<file path="config.mk">
export PLATFORM = sky130hd
export DESIGN_NAME = branch_hazard_ctrl
export DESIGN_NICKNAME = d
export VERILOG_FILES = /design/src/rtl/branch_hazard_ctrl_pkg.sv /design/src/rtl/branch_hazard_ctrl_dep.sv /design/src/rtl/branch_hazard_ctrl.sv
export SDC_FILE = /design/constraint.sdc
export NUM_CORES = 1
export LEC_CHECK = 0
export ABC_AREA = 1
export BUFFER_PORTS_ARGS = -buffer_cell sky130_fd_sc_hd__buf_2
export CAP_MARGIN = 20
export CORE_MARGIN = 10
export CORE_UTILIZATION = 45
export DETAILED_ROUTE_END_ITERATION = 8
export PLACE_DENSITY = 0.77
export SLEW_MARGIN = 20
export SYNTH_ARGS = -nofsm -noshare
export SYNTH_HDL_FRONTEND = slang
export SYNTH_HIERARCHICAL = 1
export SYNTH_SLANG_ARGS = --single-unit
export TNS_END_PERCENT = 1
</file>
<file path="constraint.sdc">
create_clock -name clk -period 5.39 [get_ports clk]
set_input_delay 1.617 -clock clk [delete_from_list [all_inputs] [get_ports clk]]
set_output_delay 1.617 -clock clk [all_outputs]
set_load 0.01 [all_outputs]
</file>
<file path="src/rtl/branch_hazard_ctrl_pkg.sv">
// Shared constants for the ID-stage branch hazard controller: opcodes (inst[6:2]),
// comparator forward selects and FSM state encodings.
package branch_hazard_ctrl_pkg;

    localparam logic [4:0] OPCODE_Branch = 5'b11000;
    localparam logic [4:0] OPCODE_Jal    = 5'b11011;
    localparam logic [4:0] OPCODE_Jalr   = 5'b11001;
    localparam logic [4:0] OPCODE_Load   = 5'b00000;

    localparam logic [1:0] FWD_RF     = 2'b00;
    localparam logic [1:0] FWD_EX_MEM = 2'b01;
    localparam logic [1:0] FWD_MEM_WB = 2'b10;

    typedef enum logic [1:0] {
        ST_RUN   = 2'd0,
        ST_STALL = 2'd1,
        ST_FLUSH = 2'd2
    } state_t;

    function automatic logic [1:0] max2(input logic [1:0] a, input logic [1:0] b);
        return (a > b) ? a : b;
    endfunction

endpackage

</file>
<file path="src/rtl/branch_hazard_ctrl_dep.sv">
// Per-source dependency check: stall cycles still needed before the ID comparator
// can read this source, and where its operand should be forwarded from.
module branch_dep_check
    import branch_hazard_ctrl_pkg::*;
(
    input  logic [4:0] src,
    input  logic       en,
    input  logic [4:0] id_ex_rd,
    input  logic       id_ex_regwrite,
    input  logic       id_ex_memread,
    input  logic [4:0] ex_mem_rd,
    input  logic       ex_mem_regwrite,
    input  logic       ex_mem_memread,
    input  logic [4:0] mem_wb_rd,
    input  logic       mem_wb_regwrite,
    output logic [1:0] req,
    output logic [1:0] fwd
);

    logic hit_ex, hit_mem, hit_wb;

    assign hit_ex  = en && id_ex_regwrite  && (id_ex_rd  != 5'd0) && (id_ex_rd  == src);
    assign hit_mem = en && ex_mem_regwrite && (ex_mem_rd != 5'd0) && (ex_mem_rd == src);
    assign hit_wb  = en && mem_wb_regwrite && (mem_wb_rd != 5'd0) && (mem_wb_rd == src);

    always_comb begin
        req = 2'd0;
        fwd = FWD_RF;
        // Nearest producer decides how long the comparator must wait.
        if (hit_ex)
            req = id_ex_memread ? 2'd2 : 2'd1;
        else if (hit_mem)
            req = ex_mem_memread ? 2'd1 : 2'd0;

        if (hit_mem && !ex_mem_memread)
            fwd = FWD_EX_MEM;
        else if (hit_wb)
            fwd = FWD_MEM_WB;
    end

endmodule

</file>
<file path="src/rtl/branch_hazard_ctrl.sv">
// ID-stage branch resolution hazard controller: stalls on producer dependencies,
// flushes IF/ID on taken control flow and counts stall/flush cycles.
module branch_hazard_ctrl
    import branch_hazard_ctrl_pkg::*;
#(
    parameter int CNT_W = 16
) (
    input  logic             clk,
    input  logic             rst,
    input  logic [4:0]       IF_ID_OPCODE,
    input  logic [4:0]       IF_ID_RegisterRs1,
    input  logic [4:0]       IF_ID_RegisterRs2,
    input  logic [4:0]       ID_EX_RegisterRd,
    input  logic             ID_EX_RegWrite,
    input  logic             ID_EX_MemRead,
    input  logic [4:0]       EX_MEM_RegisterRd,
    input  logic             EX_MEM_RegWrite,
    input  logic             EX_MEM_MemRead,
    input  logic [4:0]       MEM_WB_RegisterRd,
    input  logic             MEM_WB_RegWrite,
    input  logic             branch_taken,
    output logic             pc_write,
    output logic             if_id_write,
    output logic             id_ex_bubble,
    output logic             if_id_flush,
    output logic [1:0]       forwardA,
    output logic [1:0]       forwardB,
    output logic [CNT_W-1:0] stall_cnt,
    output logic [CNT_W-1:0] flush_cnt
);

    state_t     state, state_n;
    logic [1:0] rem, rem_n;
    logic       is_br, is_cf, use_rs1, use_rs2;
    logic [1:0] req1, req2, fwd1, fwd2, n;
    logic       stall, flush;

    assign is_br   = (IF_ID_OPCODE == OPCODE_Branch);
    assign is_cf   = is_br || (IF_ID_OPCODE == OPCODE_Jal) || (IF_ID_OPCODE == OPCODE_Jalr);
    assign use_rs1 = is_br || (IF_ID_OPCODE == OPCODE_Jalr);
    assign use_rs2 = is_br;

    branch_dep_check u_dep_rs1 (
        .src(IF_ID_RegisterRs1), .en(use_rs1),
        .id_ex_rd(ID_EX_RegisterRd), .id_ex_regwrite(ID_EX_RegWrite), .id_ex_memread(ID_EX_MemRead),
        .ex_mem_rd(EX_MEM_RegisterRd), .ex_mem_regwrite(EX_MEM_RegWrite), .ex_mem_memread(EX_MEM_MemRead),
        .mem_wb_rd(MEM_WB_RegisterRd), .mem_wb_regwrite(MEM_WB_RegWrite),
        .req(req1), .fwd(fwd1)
    );

    branch_dep_check u_dep_rs2 (
        .src(IF_ID_RegisterRs2), .en(use_rs2),
        .id_ex_rd(ID_EX_RegisterRd), .id_ex_regwrite(ID_EX_RegWrite), .id_ex_memread(ID_EX_MemRead),
        .ex_mem_rd(EX_MEM_RegisterRd), .ex_mem_regwrite(EX_MEM_RegWrite), .ex_mem_memread(EX_MEM_MemRead),
        .mem_wb_rd(MEM_WB_RegisterRd), .mem_wb_regwrite(MEM_WB_RegWrite),
        .req(req2), .fwd(fwd2)
    );

    assign n = max2(req1, req2);

    always_ff @(posedge clk) begin
        if (rst) begin
            state <= ST_RUN;
            rem   <= 2'd0;
        end else begin
            state <= state_n;
            rem   <= rem_n;
        end
    end

    always_comb begin
        state_n  = state;
        rem_n    = rem;
        stall    = 1'b0;
        flush    = 1'b0;
        forwardA = FWD_RF;
        forwardB = FWD_RF;
        if (!rst) begin
            case (state)
                ST_RUN: begin
                    if (is_cf) begin
                        forwardA = fwd1;
                        forwardB = fwd2;
                        if (n != 2'd0) begin
                            stall = 1'b1;
                            if (n == 2'd2) begin
                                state_n = ST_STALL;
                                rem_n   = 2'd1;
                            end
                        end else if (branch_taken) begin
                            flush   = 1'b1;
                            state_n = ST_FLUSH;
                        end
                    end
                end
                // Dependencies are not re-evaluated: the load is known to need this cycle.
                ST_STALL: begin
                    stall = 1'b1;
                    rem_n = rem - 2'd1;
                    if (rem_n == 2'd0)
                        state_n = ST_RUN;
                end
                ST_FLUSH: state_n = ST_RUN;
                default:  state_n = ST_RUN;
            endcase
        end
    end

    assign pc_write     = !stall;
    assign if_id_write  = !stall;
    assign id_ex_bubble = stall;
    assign if_id_flush  = flush;

    always_ff @(posedge clk) begin
        if (rst) begin
            stall_cnt <= '0;
            flush_cnt <= '0;
        end else begin
            if (stall && (stall_cnt != {CNT_W{1'b1}}))
                stall_cnt <= stall_cnt + 1'b1;
            if (flush && (flush_cnt != {CNT_W{1'b1}}))
                flush_cnt <= flush_cnt + 1'b1;
        end
    end

endmodule

</file>
==> implementation parameters, run 1 <==
Parameter                              Value

Critical path
  Terminus of the critical flop-to-flop path ... stall_cnt[3]
  Startpoint of the lowest-slack register-to-register path ... stall_cnt[1]
  Category of the worst setup path capture point ... primary output
  Worst setup endpoint ... id_ex_bubble
  Critical path fanouts, max ... 3
  Critical path start-end classification ... in2out
  Critical Path Start ... IF_ID_OPCODE[2]
  WP data arrival ... roughly 3.7 ns
  Worst reg-to-reg path cell count ... 10
  Worst path required time ... 3.77 ns
  Launching element type of the critical path ... input pin
  R2R setup slack ... between 3 and 4 ns

Yosys
  Synthesized area per cell ... 5.79 µm²
  Async S/R FF share, synth ... 0%
  Count of cell types in the netlist ... 31
  Count of flip-flops with a built-in enable after synthesis ... 0
  Syn Nets ... 586
  Share of synthesized area occupied by flip-flops and latches ... 23.0%
  Gate Count Post-Synth ... 542
  Synthesis warning total ... 6
  Leading register cell type out of synthesis ... dfxtp_1
  Count of state elements after synthesis ... 36
  Netlist area before placement ... about 3100 µm²

Drt
  Average wire per cell in the routed design ... 11.8 µm
  Violation count after the first detailed-routing iteration ... 220
  # DRC ... 0
  Detailed-route via count ... between 3000 and 4000
  DRT Pass-1 Iters ... 5
  Post-Route WL ... around 8600 µm
  Avg Vias per Cell ... around 4.8
  ANT nets after route ... 0

Clock tree
  CTS Buffer Depth ... 2
  CTS tree ... yes
  CTS buffer count ... 5
  Number of clock sinks seen by CTS ... 36
  Cell at the root of the clock tree ... clkbuf_8
  Post-CTS clock slew at the launch and capture registers of the worst setup and hold paths ... 0.08 ns
  Deepest level of the CTS H-tree ... 2
  Worst-Skew Late Latency ... around 0.29 ns
  Hold buffers post-CTS ... 0

Final layout
  Number of filler instances in the final layout ... 664
  Layout Nets ... 673
  Post-route cell area ... 3930 µm²
  Share of post-route cells with drive strength above 1 ... 25.6%
  Final Non-Filler Cells ... roughly 730
  Relative area change from synthesis to final layout ... 25.2%
  Leading cell type in the layout, fill and taps excluded ... nand2_1
  Commonest cells after routing, fill and taps aside ... nand2_1 (138), inv_1 (95), nor2_1 (88)

Status
  Outcome ... finished, final reports clean

Placement
  Final HPWL from detailed placement ... 6720 µm
  Input/output buffers ... between 70 and 80
  Count of placed standard cells including taps ... slightly above 700
  Routability congestion estimate ... 0.903
  Placed cell areas ... 3630 µm²

Global routing
  Maximum number of pins on one net before global-route repair ... 40
  Vias in the first global route ... 3260
  Antenna violations before repair ... 1
  Global-route wire length before repair ... roughly 14000 µm
  Tot GR Track Use ... 15.9%
  Gr ovfl total ... 0

Floorplanning
  Width of the chip ... 103 µm
  Die H ... roughly 100 µm
  Number of top-level pins ... 78
  Core area ... roughly 6800 µm²
  Initial core utilization ... a little under half
  Row cnt ... 30
  DIE AREA ... 10700 µm²

Timing
  Least-Margin Pin Slew ... 0.428 ns
  Hold WS ... 0.471 ns
  Setup TNS ... 0 ns
  Final critical path time including I/O delays and setup ... between 5 and 6 ns
  Final Hold Viols ... 0
  Total setup violations reported at the end of the flow ... 0
  Max-Slew Margin vs Limit ... 71.5%
  Setup repair after global routing missed its margin ... yes
  Ratio of final minimum period to clock period ... 98.6%
  Final slew viol count ... 0
  Highest attainable clock frequency ... 0.188 GHz
  Final setup skew ... ~0.007 ns

Power and ir drop
  Maximum vdd ir drop ... 0.0944 mV
  Areal power density over the cells ... 151 nW/µm²
  LEAKAGE ... 1.96 nW

Run
  Number of max-capacitance violations reported ... 0

Worst hold path
  Worst min-delay path class ... reg2reg
==> layer usage <==
layer / part of all wire (%) / wire length, µm / global-route usage [%]
met1: 44 / 3800 / 19.4
met2: 48 / 4150 / 27.8
met3: 6.0 / 515 / 2.92
met4: 1.5 / 128 / 4.81
met5: 0 / 0 / 0
==> cell type report <==
class,instances,area [µm²],share of cell area (%)
Sequential cell,36,721,18.4
Inverter,105,399,10.2
Clock buffer,5,68.8,1.75
Multi-Input combinational cell,391,2070,52.8
Timing Repair Buffer,90,499,12.7
Clock inverter,3,42.5,1.08
Antenna cell,1,2.50,0.0637
Tap cell,96,120,3.06
==> critical path, stage by stage <==
cell,delay (ns)
buf_6,0.10
inv_4,0.04
nand3_4,0.09
nor2_4,0.14
nand2_1,0.05
a21oi_1,0.11
nand2_1,0.07
nor2_2,0.14
buf_4,0.12
nand4_1,0.10
nand2_1,0.14
inv_2,0.06
ha_4,0.16
o21bai_4,0.15
nand2_2,0.07
nand2_2,0.10
nand3_4,0.09
nand2_2,0.07
nand2_2,0.05
nand2_2,0.06
inv_1,0.03
buf_2,0.13
==> sequential cells by signal, summed over array words and instances (netlist names) <==
register   cells
rem            2
state          2
flush_cnt     16
stall_cnt     16
==> synth_stat cells (3+ instances only) <==
master	count	area (µm²)
a21oi_1	13	65.1
buf_2	4	20.0
buf_6	3	33.8
dfxtp_1	36	721
ha_1	6	75.1
inv_1	99	372
inv_2	6	22.5
nand2_1	144	541
nand2_2	6	37.5
nand3_1	34	170
nand3_2	12	120
nand4_1	22	138
nor2_1	93	349
nor2_2	8	50.1
nor3_1	10	50.1
o21ai_0	6	30.0
o21bai_1	7	52.6
xnor2_1	4	35.0
xor2_1	10	87.6
==> what timing repair did <==
action | in CTS | in global routing
endpoints found under the hold margin | 0 | 0
setup endpoints to repair | 4 | 4
pin swaps | 6 | 18
gates resized for setup | 13 | 20
buffers inserted | 3 | 3
==> cells by family (layout without fill, tap and decap cells) <==
logic type	Yosys count	in the layout	synth area share, %
AND/OR/NAND/NOR	337	337	48.9
buffers and inverters	115	203	14.9
flip-flops	36	36	23.0
AO/OA/AOI/OAI	34	34	6.98
XOR/XNOR	14	14	3.91
adder cells (fa/ha/maj)	6	6	2.39
other	0	1	0
==> power breakdown <==
group / total [mW] / switching, mW / internal (mW)
clock network: 0.241 / 0.104 / 0.137
logic: 0.0829 / 0.0528 / 0.0302
registers: 0.267 / 0.000451 / 0.266
==> worst min-delay path by stage <==
stage / start / end / slack, ns / cells after the start
2_1_floorplan: rem[1] / rem[1] / 0.44 / 2
3_3_place_gp: rem[1] / rem[1] / 0.45 / 2
3_5_place_dp: rem[1] / rem[1] / 0.46 / 2
4_1_cts: rem[1] / rem[1] / 0.47 / 2
5_1_grt: rem[1] / rem[1] / 0.49 / 2
6_report: rem[1] / rem[1] / 0.47 / 2
==> metrics by stage <==
step                      power, mW  util, %  setup slack, ns
after detailed placement      0.350     53.4           -0.106
after global routing          0.620     57.8          -0.0797
after floorplan               0.317        -           0.0137
final                         0.591     57.8           0.0736
after global placement        0.349     53.4           0.0342
after CTS                     0.594     56.3         -0.00924
(Power assumes the default switching activity.)
==> run 2, diff against run 1 <==
--- a/config.mk
+++ b/config.mk
@@ -8,10 +8,10 @@
 export ABC_AREA = 1
 export BUFFER_PORTS_ARGS = -buffer_cell sky130_fd_sc_hd__buf_2
 export CAP_MARGIN = 20
-export CORE_MARGIN = 10
+export CORE_MARGIN = 5
 export CORE_UTILIZATION = 45
 export DETAILED_ROUTE_END_ITERATION = 8
-export PLACE_DENSITY = 0.77
+export PLACE_DENSITY = 0.82
 export SLEW_MARGIN = 20
 export SYNTH_ARGS = -nofsm -noshare
 export SYNTH_HDL_FRONTEND = slang
==> run 2 against run 1 <==
Power decreased by 5.1%. Clock skew decreased by 0.0011 ns. Critical path depth decreased by 3. Clock power decreased by 13%. Maximum frequency increased by 0.26%. Worst setup slack improved by 0.014 ns. Utilization decreased by 0.94 points. Critical path type unchanged. Largest cell class unchanged.
==> implementation parameters, run 2 (synthesized netlist as in run 1, its figures left out) <==
Parameter                              Value

Status
  Outcome ... finished, final reports clean

Worst hold path
  Number of cells on the worst hold path ... 2 (unchanged)
  Capture endpoint of the worst hold path ... rem[1]
  Hold path startpoint ... rem[1]
  Worst min-delay path class ... reg2reg

Timing
  Setup TNS ... 0 ns (unchanged)
  Setup repair after global routing missed its margin ... yes
  Highest attainable clock frequency ... 0.189 GHz (+0.26%)
  Least-Margin Pin Slew ... 0.425 ns (-0.00312 ns)
  Final setup skew ... 0.00577 ns (-0.00113 ns)
  Final slew viol count ... 0 (unchanged)
  Final critical path time including I/O delays and setup ... 5.30 ns (-0.0136 ns)
  Ratio of final minimum period to clock period ... 98.4% (-0.25 points)
  Hold WS ... 0.482 ns (+0.0107 ns)
  Total setup violations reported at the end of the flow ... 0 (unchanged)
  Final Hold Viols ... 0 (unchanged)
  Max-Slew Margin vs Limit ... 71.7% (+0.21 points)

Critical path
  Critical path start-end classification ... in2out
  Worst path required time ... 3.77 ns (about the same)
  Critical Path Start ... IF_ID_OPCODE[2]
  Cell with the largest stage delay on the worst path ... ha_2
  Category of the worst setup path capture point ... primary output
  Critical path fanouts, max ... 3 (unchanged)
  Most frequent CP cell ... nand2_1
  Sum of buffers and inverters on the critical path ... 6 (unchanged)
  Launching element type of the critical path ... input pin
  R2R setup slack ... 3.57 ns (-0.06 ns)
  Worst reg-to-reg path cell count ... 10 (unchanged)
  Startpoint of the lowest-slack register-to-register path ... stall_cnt[1]
  Crit path cell chain ... buf_6, inv_4, nand3_4, nor2_4, nand2_2, a21oi_2, nand2_1, nor2_2, buf_4, nand4_1, nand2_1, inv_1, ha_2, nand2_1, nand3_1, nand3_2, buf_4, nor2_4, buf_6
  WP data arrival ... 3.69 ns (about the same)
  Terminus of the critical flop-to-flop path ... stall_cnt[4]
  Max incr delay on CP ... 0.30 ns (+0.14 ns)
  Cell class contributing the biggest share of worst-path delay ... simple AND/OR/NAND/NOR gates

Final layout
  Leading cell type in the layout, fill and taps excluded ... nand2_1
  Register area ... 721 µm² (unchanged)
  Diodes inserted ... 0 (-1)
  Largest registers ranked by flip-flop count ... flush_cnt (16), stall_cnt (16)
  Share of post-route cells with drive strength above 1 ... 24.7% (-0.87 points)
  Commonest cells after routing, fill and taps aside ... nand2_1 (139), inv_1 (97), nor2_1 (88)
  Number of filler instances in the final layout ... 665 (+0.15%)
  Final Non-Filler Cells ... 724 (-0.41%)
  Layout Nets ... 672 (-0.15%)
  Core occupancy in the finished layout ... 56.9% (-0.94 points)
  Relative area change from synthesis to final layout ... 23.1%
  Post-route cell area ... 3860 µm² (-1.6%)
  Area of combinational cells with multiple inputs ... 2030 µm² (-2.1%)

Clock tree
  CTS buffer count ... 5 (unchanged)
  CTS tree ... yes
  CTS Buffer Depth ... 2 (unchanged)
  Hold buffers post-CTS ... 0 (unchanged)
  Post-CTS clock slew at the launch and capture registers of the worst setup and hold paths ... 0.07 ns (about the same)
  Deepest level of the CTS H-tree ... 2 (unchanged)
  Number of clock sinks seen by CTS ... 36 (unchanged)
  Worst-Skew Late Latency ... 0.29 ns (about the same)
  Cell at the root of the clock tree ... clkbuf_8

Drt
  Avg Vias per Cell ... 4.95 (+2.6%)
  Violation count after the first detailed-routing iteration ... 140 (-36%)
  # DRC ... 0 (unchanged)
  Average wire per cell in the routed design ... 11.6 µm (-1.8%)
  ANT nets after route ... 0 (unchanged)
  Detailed-route via count ... 3586 (+2.2%)
  DRT Pass-1 Iters ... 5 (unchanged)
  Post-Route WL ... 8410 µm (-2.2%)

Placement
  Routability congestion estimate ... 0.911 (+0.85%)
  Placed cell areas ... 3630 µm² (+0.21%)
  Final HPWL from detailed placement ... 6440 µm (-4.1%)
  Input/output buffers ... 77 (unchanged)
  Count of placed standard cells including taps ... 713 (+0.14%)

Floorplanning
  Number of top-level pins ... 78 (unchanged)
  Row cnt ... 30 (unchanged)
  Initial core utilization ... 46.2% (unchanged)
  DIE AREA ... 8740 µm² (-18%)
  Width of the chip ... 93.5 µm (-9.7%)
  Core area ... 6790 µm² (unchanged)
  Die H ... 93.5 µm (-9.7%)

Global routing
  Maximum number of pins on one net before global-route repair ... 40 (unchanged)
  Gr ovfl total ... 0 (unchanged)
  Vias in the first global route ... 3464 (+6.3%)
  Tot GR Track Use ... 19.2% (+3.3 points)
  Antenna violations before repair ... 0 (-1)
  Global-route wire length before repair ... 14000 µm (-0.54%)

Power and ir drop
  Areal power density over the cells ... 145 nW/µm² (-3.5%)
  LEAKAGE ... 1.95 nW (-0.81%)
  Maximum vdd ir drop ... 0.0838 mV (-11%)

Run
  Number of max-capacitance violations reported ... 0 (unchanged)
## run 2: area by class of cell
cell class | instances | share of cell area, %
clock buffer | 7 | 2.49
inverter | 105 | 10.3
multi-input combinational | 391 | 52.6
sequential | 36 | 18.7
tap | 96 | 3.11
timing repair buffer | 89 | 12.9
## run 2: power by group
| group | internal, mW | switching [mW] |
|---|---|---|
| sequential | 0.266 | 0.000430 |
| combinational | 0.0306 | 0.0530 |
| clock | 0.114 | 0.0966 |
| total | 0.411 | 0.150 |
## run 2: timing repair
action / 4_1_cts / 5_1_grt
endpoints found under the setup margin: 4 / 4
pin swaps: 7 / 13
gates resized for setup: 7 / 19
setup buffers: 5 / 1
## run 2: how the worst max path moves through the flow
stage	end	slack, ns	depth (start not counted)
global placement	id_ex_bubble	0.06	21
CTS	if_id_flush	-0.01	19
floorplan	pc_write	0.01	20
detailed placement	id_ex_bubble	-0.07	21
global route	id_ex_bubble	-0.04	21
finish	if_id_flush	0.09	19
## run 2: through the flow
step	power, mW	worst slack (ns)
global route	0.583	-0.0422
detailed placement	0.350	-0.0720
global placement	0.348	0.0572
floorplan	0.317	0.0137
CTS	0.560	-0.00959
finish	0.561	0.0872
## run 2: layer usage
metal | GRT usage (%) | up-vias | wire length, µm
met5 | 0 | - | 0
met1 | 22.3 | 1625 | 3530
met2 | 35.6 | 110 | 4310
met3 | 3.46 | 11 | 466
li1 | - | 1840 | -
met4 | 5.74 | 0 | 95
## run 2: worst reg2reg max path: stages (launching register included)
cell     delay (ns)
dfxtp_1        0.38
ha_1           0.19
nand2_1        0.10
nor2_1         0.21
nand3_1        0.15
nor2_2         0.30
nor3_1         0.11
nand3_1        0.10
nand2_1        0.06
nand2_1        0.07
nor2_1         0.04
==> run 3, diff against run 2 <==
==> constraint.sdc (replaced) <==
create_clock -name clk -period 5.39 [get_ports clk]
set_input_delay 0.8085 -clock clk [delete_from_list [all_inputs] [get_ports clk]]
set_output_delay 0.8085 -clock clk [all_outputs]
set_load 0.01 [all_outputs]
==> run 3 against run 2 <==
Maximum frequency is 21% higher. Sequential cell count stayed put. Sequential power hardly changed. Critical path depth is 1 higher. Worst setup slack better by 0.91 ns. Combinational power is 7.8% lower. Critical path type unchanged. Highest routed layer unchanged.
==> implementation parameters, run 3 (synthesized netlist as in run 1, its figures left out) <==
Parameter                              Value

Status
  Outcome ... finished, final reports clean

Critical path
  Most frequent CP cell ... nand2_1
  Crit path cell chain ... buf_2, inv_2, nand3_2, nor3_1, nand2_1, a21oi_1, nand2_1, nor2_1, nand3_1, nor2_1, inv_1, ha_1, o21bai_1, nand3_1, nand3_2, nand2_1, nand2_2, nand2_1, inv_1, buf_2
  Worst path required time ... 4.58 ns (+0.81 ns)
  WP data arrival ... 3.58 ns (-0.11 ns)
  Startpoint of the lowest-slack register-to-register path ... flush_cnt[0]
  Critical Path Start ... IF_ID_OPCODE[2]
  Max incr delay on CP ... 0.34 ns (+0.04 ns)
  Cell with the largest stage delay on the worst path ... nor3_1
  Cell class contributing the biggest share of worst-path delay ... simple AND/OR/NAND/NOR gates
  Critical path start-end classification ... in2out
  Critical path fanouts, max ... 21 (+18)
  Category of the worst setup path capture point ... primary output
  Launching element type of the critical path ... input pin
  Sum of buffers and inverters on the critical path ... 5 (-1)

Timing
  Setup slack of the critical path after layout ... 0.997 ns (+0.910 ns)
  Least-Margin Pin Slew ... 0.849 ns (+0.424 ns)
  Final slew viol count ... 0 (unchanged)
  Ratio of final minimum period to clock period ... 81.5% (-17 points)
  Max-Slew Margin vs Limit ... 43.1% (-29 points)
  Highest attainable clock frequency ... 0.228 GHz (+21%)
  Final setup skew ... 0.00528 ns (-0.000485 ns)
  Setup TNS ... 0 ns (unchanged)
  Setup repair after global routing missed its margin ... no
  Final Hold Viols ... 0 (unchanged)
  Total setup violations reported at the end of the flow ... 0 (unchanged)
  Final critical path time including I/O delays and setup ... 4.39 ns (-0.910 ns)
  Hold WS ... 0.476 ns (-0.00586 ns)

Global routing
  Vias in the first global route ... 3248 (-6.2%)
  Maximum number of pins on one net before global-route repair ... 40 (unchanged)
  Global routing usage on met3 ... 3.30% (-0.16 points)
  Gr ovfl total ... 0 (unchanged)
  Met2 GRT Util ... 33.0% (-2.6 points)
  Global Route met1 Usage ... 23.3% (+1.0 points)
  Peak-usage layer in the global routing report ... met2
  Global-route wire length before repair ... 13800 µm (-1.7%)
  Antenna violations before repair ... 0 (unchanged)
  Tot GR Track Use ... 18.8% (-0.47 points)

Final layout
  Leading cell type in the layout, fill and taps excluded ... nand2_1
  Share of post-route cells with drive strength above 1 ... 20.3% (-4.4 points)
  Diodes inserted ... 0 (unchanged)
  Largest registers ranked by flip-flop count ... flush_cnt (16), stall_cnt (16)
  Layout Nets ... 661 (-1.6%)
  Relative area change from synthesis to final layout ... 17.1%
  Commonest cells after routing, fill and taps aside ... nand2_1 (144), inv_1 (99), nor2_1 (93)
  Number of filler instances in the final layout ... 684 (+2.9%)

Clock tree
  Post-CTS clock slew at the launch and capture registers of the worst setup and hold paths ... 0.07 ns (about the same)
  Buffers inserted by post-CTS timing repair ... 0 (-5)
  Hold buffers post-CTS ... 0 (unchanged)
  Cell at the root of the clock tree ... clkbuf_8
  CTS tree ... yes
  Deepest level of the CTS H-tree ... 2 (unchanged)
  Number of clock sinks seen by CTS ... 36 (unchanged)
  CTS buffer count ... 5 (unchanged)
  PostCTS Resize Cnt ... 0 (-7)
  Worst-Skew Late Latency ... 0.28 ns (about the same)
  CTS Buffer Depth ... 2 (unchanged)

Power and ir drop
  Areal power density over the cells ... 150 nW/µm² (+3.7%)
  Maximum vdd ir drop ... 0.111 mV (+33%)
  Power consumption ... 553 µW (-1.4%)
  LEAKAGE ... 1.88 nW (-3.4%)

Worst hold path
  Worst min-delay path class ... reg2reg
  Hold path startpoint ... rem[1]

Drt
  ANT nets after route ... 0 (unchanged)
  Post-Route WL ... 8040 µm (-4.4%)
  Average wire per cell in the routed design ... 11.3 µm (-2.9%)
  DRT Pass-1 Iters ... 5 (unchanged)
  Violation count after the first detailed-routing iteration ... 199 (+42%)
  Avg Vias per Cell ... 4.81 (-2.8%)
  Detailed-route via count ... 3431 (-4.3%)
  # DRC ... 0 (unchanged)

Floorplanning
  Die H ... 93.5 µm (unchanged)
  Number of top-level pins ... 78 (unchanged)
  Initial core utilization ... 46.2% (unchanged)
  Core area ... 6790 µm² (unchanged)
  DIE AREA ... 8740 µm² (unchanged)
  Width of the chip ... 93.5 µm (unchanged)
  Row cnt ... 30 (unchanged)

Placement
  Input/output buffers ... 77 (unchanged)
  Routability congestion estimate ... 0.942 (+3.4%)
  Final HPWL from detailed placement ... 6460 µm (+0.25%)
  Placement Setup Slack ... 1.03 ns (+1.10 ns)

Run
  Number of max-capacitance violations reported ... 0 (unchanged)
run 3: cell count changes in the layout (fill, tap and decap cells not counted), sizes merged:
cell	change
buf	-11
run 3: path summary, 6_finish.rpt:
path                  endpoint  slack, ns  cells past startpoint
hold / removal          rem[1]       0.48                      2
setup / recovery  id_ex_bubble        1.0                     20
setup reg to reg  flush_cnt[6]       3.35                     10
hold reg to reg         rem[1]       0.48                      2
run 3: layout make-up:
class,count,area [µm²],share of cell area (%)
clock buffer,7,96.3,2.62
inverter,105,394,10.7
multi-input combinational,391,1950,53.1
sequential,36,721,19.6
tap,96,120,3.27
timing repair buffer,78,393,10.7
run 3: report_power, final:
part	switching [mW]	leakage, nW	internal, mW
sequential	0.000390	0.290	0.266
combinational	0.0490	1.54	0.0281
clock	0.0952	0.0503	0.114
total	0.145	1.88	0.408
run 3: stage by stage:
stage                     cell area (µm²)  utilization, %  std cells
after global routing                 3670            54.1        713
final                                3670            54.1        713
after CTS                            3670            54.1        713
after detailed placement             3580            52.7        706
after floorplan                      3140               -        542
after global placement               3580            52.7        706
run 3: per-layer routing:
layer	part of all wire [%]	vias to the layer above	wire, µm
met1	46	1520	3710
li1	-	1814	-
met5	0	-	0
met2	48	86	3860
met3	4.7	11	374
met4	1.1	0	90
run 3: worst min-delay path: cells and delay by family (launching register included):
kind | cells | cell delay, ns
simple gates | 1 | 0.06
flops | 1 | 0.32
compound gates | 1 | 0.05
